--- config.mk ---
export PLATFORM = sky130hd
export DESIGN_NAME = pipeline_controller
export DESIGN_NICKNAME = d
export VERILOG_FILES = /design/src/rtl/pipeline_pkg.sv /design/src/rtl/pipeline_controller_hazard_detect.sv /design/src/rtl/pipeline_controller.sv
export SDC_FILE = /design/constraint.sdc
export NUM_CORES = 1
export LEC_CHECK = 0
export BUFFER_PORTS_ARGS = -buffer_cell sky130_fd_sc_hd__buf_2
export CAP_MARGIN = 10
export CORE_MARGIN = 2
export CORE_UTILIZATION = 35
export DETAILED_ROUTE_END_ITERATION = 10
export MAX_ROUTING_LAYER = met4
export PLACE_DENSITY = 0.63
export SLEW_MARGIN = 20
export SYNTH_ARGS = -nofsm -noshare
export SYNTH_HDL_FRONTEND = slang
export SYNTH_SLANG_ARGS = --single-unit
--- constraint.sdc ---
create_clock -name clk -period 5.52 [get_ports clk]
set_input_delay 0.552 -clock clk [delete_from_list [all_inputs] [get_ports clk]]
set_output_delay 0.552 -clock clk [all_outputs]
set_load 0.02 [all_outputs]
--- src/rtl/pipeline_pkg.sv ---
// Shared types for pipeline_controller and hazard_detect: FSM states, stage tags,
// forwarding selects and PC write-enable bit positions.
package pipeline_pkg;

  localparam int REG_W = 4;

  typedef enum logic [1:0] {
    ST_RUN      = 2'b00,
    ST_HAZARD   = 2'b01,
    ST_FLUSH    = 2'b10,
    ST_MEM_WAIT = 2'b11
  } ctrl_state_e;

  typedef struct packed {
    logic             valid;
    logic [REG_W-1:0] dst;
    logic             reg_write;
    logic             is_load;
    logic             mem_access;
    logic             overwrite_nz;
  } stage_tag_t;

  localparam int TAG_W = $bits(stage_tag_t);

  localparam logic [1:0] FWD_REGFILE = 2'b00;
  localparam logic [1:0] FWD_EX_MEM  = 2'b01;
  localparam logic [1:0] FWD_MEM_WB  = 2'b10;

  localparam int PC_JMP_COND_LO = 0;
  localparam int PC_JMP_UNCOND  = 1;
  localparam int PC_JMP_COND_HI = 2;

  function automatic logic is_cond_jump(input logic [2:0] pc_write_en);
    return pc_write_en[PC_JMP_COND_HI] | pc_write_en[PC_JMP_COND_LO];
  endfunction

endpackage

--- src/rtl/pipeline_controller_hazard_detect.sv ---
// hazard_detect: combinational compare of the decode sources against the EX/MEM tags.
// PIPELINE_FORWARDING_EN selects forwarding (load-use stall only) over stall-on-every-RAW.
module hazard_detect
  import pipeline_pkg::*;
#(
  parameter int NREG = 16
) (
  input  logic             dec_valid,
  input  logic [REG_W-1:0] src_a,
  input  logic [REG_W-1:0] src_b,
  input  logic             use_a,
  input  logic             use_b,
  input  logic             cond_jump,
  input  logic [TAG_W-1:0] ex_tag,
  input  logic [TAG_W-1:0] mem_tag,
  output logic             raw_stall,
  output logic             flag_hazard,
  output logic [1:0]       fwd_a_sel,
  output logic [1:0]       fwd_b_sel
);

  stage_tag_t ex_t;
  stage_tag_t mem_t;
  logic [NREG-1:0] ex_pend;
  logic [NREG-1:0] mem_pend;
  logic a_ex, a_mem, b_ex, b_mem;
  logic unused_tag_bits;

  assign ex_t  = ex_tag;
  assign mem_t = mem_tag;

  // One-hot view of which registers have a write in flight in each stage.
  for (genvar gi = 0; gi < NREG; gi++) begin : g_pend
    assign ex_pend[gi]  = ex_t.valid  && ex_t.reg_write  && (ex_t.dst  == REG_W'(gi));
    assign mem_pend[gi] = mem_t.valid && mem_t.reg_write && (mem_t.dst == REG_W'(gi));
  end

  assign a_ex  = dec_valid && use_a && ex_pend[src_a];
  assign a_mem = dec_valid && use_a && mem_pend[src_a];
  assign b_ex  = dec_valid && use_b && ex_pend[src_b];
  assign b_mem = dec_valid && use_b && mem_pend[src_b];

  assign flag_hazard = dec_valid && cond_jump && ex_t.valid && ex_t.overwrite_nz;

  always_comb begin
    raw_stall = 1'b0;
    fwd_a_sel = FWD_REGFILE;
    fwd_b_sel = FWD_REGFILE;
`ifdef PIPELINE_FORWARDING_EN
    // The younger producer (EX) wins; a load still in EX has no data to forward yet.
    raw_stall = (a_ex || b_ex) && ex_t.is_load;
    if (a_ex)       fwd_a_sel = ex_t.is_load ? FWD_REGFILE : FWD_EX_MEM;
    else if (a_mem) fwd_a_sel = FWD_MEM_WB;
    if (b_ex)       fwd_b_sel = ex_t.is_load ? FWD_REGFILE : FWD_EX_MEM;
    else if (b_mem) fwd_b_sel = FWD_MEM_WB;
`else
    raw_stall = a_ex || a_mem || b_ex || b_mem;
`endif
  end

  assign unused_tag_bits = ^{ex_t.mem_access, ex_t.is_load, mem_t.is_load,
                             mem_t.mem_access, mem_t.overwrite_nz};

endmodule

--- src/rtl/pipeline_controller.sv ---
// pipeline_controller: stall/flush/bubble/forward control for a 5-stage pipeline.
// Optional forwarding via macro PIPELINE_FORWARDING_EN (handled in hazard_detect).
module pipeline_controller
  import pipeline_pkg::*;
#(
  parameter int NREG = 16
) (
  input  logic             clk,
  input  logic             rst,
  input  logic             dec_valid,
  input  logic [REG_W-1:0] dec_src_a,
  input  logic [REG_W-1:0] dec_src_b,
  input  logic             dec_use_a,
  input  logic             dec_use_b,
  input  logic [REG_W-1:0] dec_dst,
  input  logic             dec_reg_write,
  input  logic             dec_is_load,
  input  logic [2:0]       dec_pc_write_en,
  input  logic             dec_overwrite_nz,
  input  logic             ex_branch_taken,
  input  logic             mem_ready,
  output logic             pc_stall,
  output logic             fd_stall,
  output logic             fd_flush,
  output logic             de_bubble,
  output logic [1:0]       fwd_a_sel,
  output logic [1:0]       fwd_b_sel,
  output logic [1:0]       ctrl_state
);

  ctrl_state_e state;
  stage_tag_t  ex_tag;
  stage_tag_t  mem_tag;
  stage_tag_t  dec_tag;
  logic        pend_branch;

  logic       raw_stall, flag_hazard;
  logic [1:0] fwd_a, fwd_b;
  logic       mem_stall, take_branch, hazard;
  logic       stall, flush, bubble;

  hazard_detect #(.NREG(NREG)) u_hazard (
    .dec_valid   (dec_valid),
    .src_a       (dec_src_a),
    .src_b       (dec_src_b),
    .use_a       (dec_use_a),
    .use_b       (dec_use_b),
    .cond_jump   (is_cond_jump(dec_pc_write_en)),
    .ex_tag      (ex_tag),
    .mem_tag     (mem_tag),
    .raw_stall   (raw_stall),
    .flag_hazard (flag_hazard),
    .fwd_a_sel   (fwd_a),
    .fwd_b_sel   (fwd_b)
  );

  // dec_is_load without a register write marks a store: a memory access with no result.
  always_comb begin
    dec_tag              = '0;
    dec_tag.valid        = dec_valid;
    dec_tag.dst          = dec_dst;
    dec_tag.reg_write    = dec_reg_write;
    dec_tag.is_load      = dec_is_load && dec_reg_write;
    dec_tag.mem_access   = dec_is_load;
    dec_tag.overwrite_nz = dec_overwrite_nz;
  end

  always_comb begin
    mem_stall   = mem_tag.valid && mem_tag.mem_access && !mem_ready;
    take_branch = ex_branch_taken || pend_branch;
    // The decode slot behind a taken branch was flushed, so it cannot raise a hazard.
    hazard      = (raw_stall || flag_hazard) && (state != ST_FLUSH);
    stall       = 1'b0;
    flush       = 1'b0;
    bubble      = 1'b0;
    if (mem_stall) begin
      stall = 1'b1;
    end else if (take_branch) begin
      flush  = 1'b1;
      bubble = 1'b1;
    end else if (state == ST_FLUSH) begin
      bubble = 1'b1;
    end else if (hazard) begin
      stall  = 1'b1;
      bubble = 1'b1;
    end else begin
      flush = dec_valid && dec_pc_write_en[PC_JMP_UNCOND];
    end
  end

  // Outputs are forced low while reset is held, independent of the clock.
  assign pc_stall   = rst && stall;
  assign fd_stall   = rst && stall;
  assign fd_flush   = rst && flush;
  assign de_bubble  = rst && bubble;
  assign fwd_a_sel  = rst ? fwd_a : FWD_REGFILE;
  assign fwd_b_sel  = rst ? fwd_b : FWD_REGFILE;
  assign ctrl_state = state;

  always_ff @(posedge clk or negedge rst) begin
    if (!rst) begin
      state       <= ST_RUN;
      ex_tag      <= '0;
      mem_tag     <= '0;
      pend_branch <= 1'b0;
    end else if (mem_stall) begin
      // Whole pipe freezes; a branch resolving meanwhile is replayed on release.
      state       <= ST_MEM_WAIT;
      pend_branch <= pend_branch || ex_branch_taken;
    end else begin
      pend_branch <= 1'b0;
      mem_tag     <= ex_tag;
      ex_tag      <= bubble ? '0 : dec_tag;
      if (take_branch)  state <= ST_FLUSH;
      else if (hazard)  state <= ST_HAZARD;
      else              state <= ST_RUN;
    end
  end

endmodule

# --- After elaboration in Yosys (flattened, before gate mapping) ---
# Cells that the tools add are included.
word_totals:
  reg_bits: 18
  input_bits: 25
op_classes:
  order_cmp: 2
  n_eq_ne: 32
  mux: 24
  bitwise_logic: 1
  n_reduce_logical: 59
op_table:
  columns: ["cell", "count"]
  rows:
  - ["$eq A4 B4 Y1 const B", 16]
  - ["$logic_and A1 B1 Y1", 51]
  - ["$eq A4 B3 Y1 const B", 8]
  - ["$mux W1", 17]
  - ["$bmux W1 S4", 4]
  - ["$eq A4 B2 Y1 const B", 4]
  - ["$lt A4 B5 Y1 const B", 2]
  - ["$mux W9", 1]
  - ["$eq A4 B1 Y1 const B", 2]
  - ["$logic_not A4 Y1", 2]
  - ["$logic_or A1 B1 Y1", 5]
  - ["$mux W2", 2]
  - ["$eq A2 B2 Y1 const B", 1]
  - ["$ne A2 B2 Y1 const B", 1]
  - ["$logic_not A1 Y1", 1]
  - ["$or A1 B1 Y1", 1]

# --- Depth between registers and ports, before layout ---
logic_depth:
  ltp_word: 15
  depth_mapped: 9
  mapped_depth_nobuf: 6

# --- Cells and area by module ---
# From an unflattened synthesis, not the netlist that was laid out.
unflattened:
  hier_cells: 184
  area_unflattened_um2: 1493.9
modules_own_cells:
  columns: ["module", "n_inst", "cells_each", "area_per_inst_um2", "seq_area_each_um2"]
  rows:
  - ["pipeline_controller", 1, 96, 903.4, 525.5]
  - ["hazard_detect", 1, 88, 590.6, 0.0]

# --- Least setup slack after synthesis ---
# OpenSTA, ideal clock, no wires.
synth_path:
  path_type: "input-to-output"
  start: "in dec_src_a[1]"
  end: "out pc_stall"
  arrival_time_ns: 2.149
  setup_slack_ns: 2.819
  stages: 8
  path_cell_list: "buf_2 -> xnor2_1 -> nand3_1 -> a311oi_1 -> o211ai_2 -> o311ai_2 -> o311a_1 -> buf_4"
synth_via:
  elab_chain_len: 13
synth_lines:
  columns: ["element", "line_no", "source"]
  rows:
  - ["start: declaration", "pipeline_controller.sv:11", "input logic [REG_W-1:0] dec_src_a,"]
  - ["$bmux W1 S4, on equally long branches", "pipeline_controller_hazard_detect.sv:38, pipeline_controller_hazard_detect.sv:39", null]
  - ["$mux W1, on equally long branches", "pipeline_controller_hazard_detect.sv:38, pipeline_controller_hazard_detect.sv:39", null]
  - ["$logic_and A1 B1 Y1, on equally long branches", "pipeline_controller_hazard_detect.sv:38, pipeline_controller_hazard_detect.sv:39", null]
  - ["$logic_or A1 B1 Y1 (*) (3 in series)", "pipeline_controller_hazard_detect.sv:57", "raw_stall = a_ex || a_mem || b_ex || b_mem;"]
  - ["$logic_or A1 B1 Y1 (*)", "pipeline_controller.sv:72", "hazard = (raw_stall || flag_hazard) && (state != ST_FLUSH);"]
  - ["$logic_and A1 B1 Y1 (*)", "pipeline_controller.sv:72", null]
  - ["$mux W1 (*)", "pipeline_controller.sv:83", "end else if (hazard) begin"]
  - ["$mux W1 (*)", "pipeline_controller.sv:81", "end else if (state == ST_FLUSH) begin"]
  - ["$mux W1 (*)", "pipeline_controller.sv:78", "end else if (take_branch) begin"]
  - ["$mux W1 (*)", "pipeline_controller.sv:76", "if (mem_stall) begin"]
  - ["$logic_and A1 B1 Y1 (*)", null, null]
  - ["end: declaration", "pipeline_controller.sv:22", "output logic pc_stall,"]
# Mark *: on every way between the ends. The rest lies on a longest branch, timed or not. The select of a mux whose other input is x is not followed.

# --- Final worst setup path ---
layout_path:
  start: "reg, netlist name mem_tag[5]"
  end: "out fd_stall"
layout_via:
  elab_chain_len: 15
layout_lines:
  columns: ["element", "line_no", "source"]
  rows:
  - ["$eq A4 B1 Y1 (tied with other cells)", "pipeline_controller_hazard_detect.sv:35", "assign mem_pend[gi] = mem_t.valid && mem_t.reg_write && (mem_t.dst == REG_W'(gi));"]
  - ["$logic_and A1 B1 Y1", "pipeline_controller_hazard_detect.sv:35", null]
  - ["$bmux W1 S4", "pipeline_controller_hazard_detect.sv:39", "assign a_mem = dec_valid && use_a && mem_pend[src_a];"]
  - ["$mux W1 (not written as such)", "pipeline_controller_hazard_detect.sv:39", null]
  - ["$logic_and A1 B1 Y1", "pipeline_controller_hazard_detect.sv:39", null]
  - ["$logic_or A1 B1 Y1 (2 in series)", "pipeline_controller_hazard_detect.sv:57", null]
  - ["$logic_or A1 B1 Y1 (*)", "pipeline_controller_hazard_detect.sv:57", null]
  - ["$logic_or A1 B1 Y1 (*)", "pipeline_controller.sv:72", null]
  - ["$logic_and A1 B1 Y1 (*)", "pipeline_controller.sv:72", null]
  - ["$mux W1 (*)", "pipeline_controller.sv:83", null]
  - ["$mux W1 (*)", "pipeline_controller.sv:81", null]
  - ["$mux W1 (*)", "pipeline_controller.sv:78", null]
  - ["$mux W1 (*)", "pipeline_controller.sv:76", null]
  - ["$logic_and A1 B1 Y1 (*)", "pipeline_controller.sv:93", "assign fd_stall = rst && stall;"]
  - ["end: declaration", "pipeline_controller.sv:23", "output logic fd_stall,"]
# Marks and branches as above.

==> impl_metrics.json <==
{
  "p_per_area_nw_per_um2": 182.4,
  "antenna_cells": 0,
  "report.final.slew_viol_count": 0,
  "ys_types": 51,
  "postSynth.asyncResetShare_pct": 100.0,
  "cp.buffers_inverters": 1,
  "core_um2": 4324,
  "grt_remaining_overflow": 0,
  "cp-end-kind": "output pin",
  "reg2reg_slack_ns": 3.07,
  "route.vias.total": 1484,
  "ys_seq_area_share_pct": 29.03,
  "cpPeakStageDelay_ns": 0.75,
  "min_period_ns": 3.330,
  "clock_path_buffers": 2,
  "grt_use_total_pct": 16.23,
  "cts_resized": 0,
  "min_path_type": "input port to asynchronous set/reset pin",
  "start_kind": "flop",
  "synth_area_leader_cell": "dfrtp_1",
  "wl_per_cell_um": 14.41,
  "power.leakage_nw": 0.7479,
  "maxCapViolCount": 0,
  "dr.pass1.iters": 4,
  "grt_pass1_wl_mm": 6.368,
  "tns_ns": 0,
  "grt_max_degree": 23,
  "postSynthCellCount": 192,
  "clk_pin_slew_ns": 0.07,
  "cts_setup_buffers": 0,
  "yosysTopAreaCellShare_pct": 29.03,
  "vdd_drop_max_uv": 105.7,
  "port-buffer-count": 30,
  "hpwl_mm": 2.823,
  "finalWirelength_mm": 3.775,
  "num_rows": 24,
  "cts.sinks": 18,
  "crit_required_ns": 4.97,
  "die_y_um": 70.58,
  "clock.fmax_mhz": 300.3,
  "via_per_inst": 5.664,
  "cts_buffers": 3,
  "skew_ns": 0.002299,
  "synth_edf_count": 0,
  "cp_cell_sequence": "xnor2_2, nand3_1, and4_1, a31o_1, o311ai_2, o311a_1, buf_2",
  "post-route-period-util_pct": 60.32,
  "ys_seq_elements": 18,
  "setup_violations": 0,
  "insertion_delay_ns": 0.26,
  "synth_area_leaders": "dfrtp_1 29%, nand2_1 7.0%, nand3_1 6.5%, and3_1 4.8%, o21ai_0 2.9%",
  "critPathTopFamily": "compound AO/OA/AOI/OAI gates",
  "die_area_um2": 4982,
  "worst_pin_slew_ns": 0.9143,
  "initial_utilization_pct": 35.88,
  "cts-root-buf": "clkbuf_8",
  "hold_viol_final": 0,
  "num_io_pins": 35,
  "synth_warnings": 0,
  "synth_area_per_cell_um2": 8.081,
  "final_nets": 236,
  "area_growth_pct": 11.05,
  "antenna_found_initial": 0,
  "cp_slowest_cell": "o311ai_2",
  "ys.flop_type": "dfrtp_1",
  "fill_cells": 474,
  "cts_max_level": 1,
  "gp_congestion": 0.8872,
  "cp_max_fo": 12,
  "outcome": "completed",
  "worstSetupPathType": "flop to output pin",
  "crit_arrival_ns": 2.78,
  "ant_nets": 0,
  "route.detailed.drc": 0,
  "max_slew_margin_pct": 38.95,
  "grt_pass1_vias": 1344,
  "cts_tree": "built",
  "final_util_pct": 39.84,
  "drive_gt1_share_pct": 21.43,
  "postCtsHoldBufs": 0,
  "rsz0062_at_grt": "no",
  "fp.dieW_um": 70.58,
  "syn_area_um2": 1551,
  "drt_iter0_drc": 131
}
final timing paths:
kind | from | end | depth (start not counted)
setup / recovery | mem_tag[5] | fd_stall | 7
max in group asynchronous | rst | ctrl_state[0] | 1
hold / removal | rst | ex_tag[0] | 1
setup reg to reg | mem_tag[5] | ex_tag[7] | 6
min in group clk | ex_tag[1] | mem_tag[1] | 1
hold reg to reg | ex_tag[1] | mem_tag[1] | 1
cell type report:
class,instances,area (um^2),area share (%)
clock buffer,4,55.05,3.195
inverter,3,11.26,0.6536
multi-input combinational,155,991.0,57.52
sequential,18,450.4,26.14
tap,52,65.06,3.776
timing repair buffer,30,150.1,8.715
worst reg2reg max path: stages, from the launching register on:
cell and delay, ns:
dfrtp_1 0.50, xnor2_2 0.33, nand3_1 0.12, and4_1 0.20, a31o_1 0.19, o311ai_2 0.75, o21ai_0 0.21
routing by layer:
layer / up-vias / GRT usage [%] / wire, um
met5: - / - / 0
met4: 0 / 5.031 / 55
met3: 5 / 0.9972 / 226
met2: 44 / 24.95 / 1704
met1: 697 / 23.16 / 1787
li1: 738 / - / -
cells by family after synthesis:
group | Yosys count | synth area share [%]
flops | 18 | 29.03
simple gates | 107 | 38.31
compound gates | 37 | 19.19
xor+xnor | 7 | 5.404
buf+inv | 22 | 7.822
other cells | 1 | 0.2417
placed cells by master, fill, tap and decap left out, types with 2 or more instances in the layout:
cell / count
a211oi_1: 3
a311oi_1: 2
a31oi_1: 3
a32o_1: 2
and3_1: 12
and3b_1: 2
buf_2: 30
clkbuf_8: 4
conb_1: 4
dfrtp_1: 18
inv_1: 3
nand2_1: 29
nand2b_1: 3
nand3_1: 20
nand3b_1: 3
nand4_1: 5
nand4b_1: 2
nor2_1: 7
nor2b_1: 3
nor3_1: 8
nor4_1: 2
o2111a_1: 2
o211ai_1: 2
o21ai_0: 9
o22ai_1: 2
o311a_1: 2
o31a_1: 2
or3_1: 2
xnor2_1: 3
xor2_2: 2
metrics by stage:
step | std cells | total power, W | hold WS [ns] | cell area, um^2 | setup slack (ns)
6_report | 262 | 0.0003142 | 0.2422 | 1723 | 2.190
5_1_grt | 262 | 0.0003297 | 0.2702 | 1723 | 2.005
3_5_place_dp | 258 | 0.0002072 | 0.4525 | 1668 | 2.316
3_3_place_gp | 258 | 0.0002069 | 0.4406 | 1668 | 2.347
2_1_floorplan | 195 | 0.0001874 | 0.2564 | 1563 | 2.819
4_1_cts | 262 | 0.0003170 | 0.2543 | 1723 | 2.168
flip-flops by register name, summed over array words and instances (netlist names):
register	count
ex_tag	8
mem_tag	7
ctrl_state	2
pend_branch	1
cell usage after synthesis, types with 5 or more instances:
cell type and n:
nand3_1 20, buf_4 6, nand2_1 29, dfrtp_1 18, o21ai_0 9, nor3_1 8
and3_1 12, clkbuf_1 5, buf_2 7, nand4_1 5, nor2_1 7
report_power, final:
part / total, W / internal, W / leakage (nW) / switching, W
Sequential: 0.000147 / 0.000138 / 0.242 / 0.00000892
Clock: 0.000109 / 0.0000635 / 0.0288 / 0.0000457
Combinational: 0.0000585 / 0.0000226 / 0.477 / 0.0000358
Total: 0.000314 / 0.000224 / 0.748 / 0.0000905
Note: power is estimated with default switching activity, not from simulation.
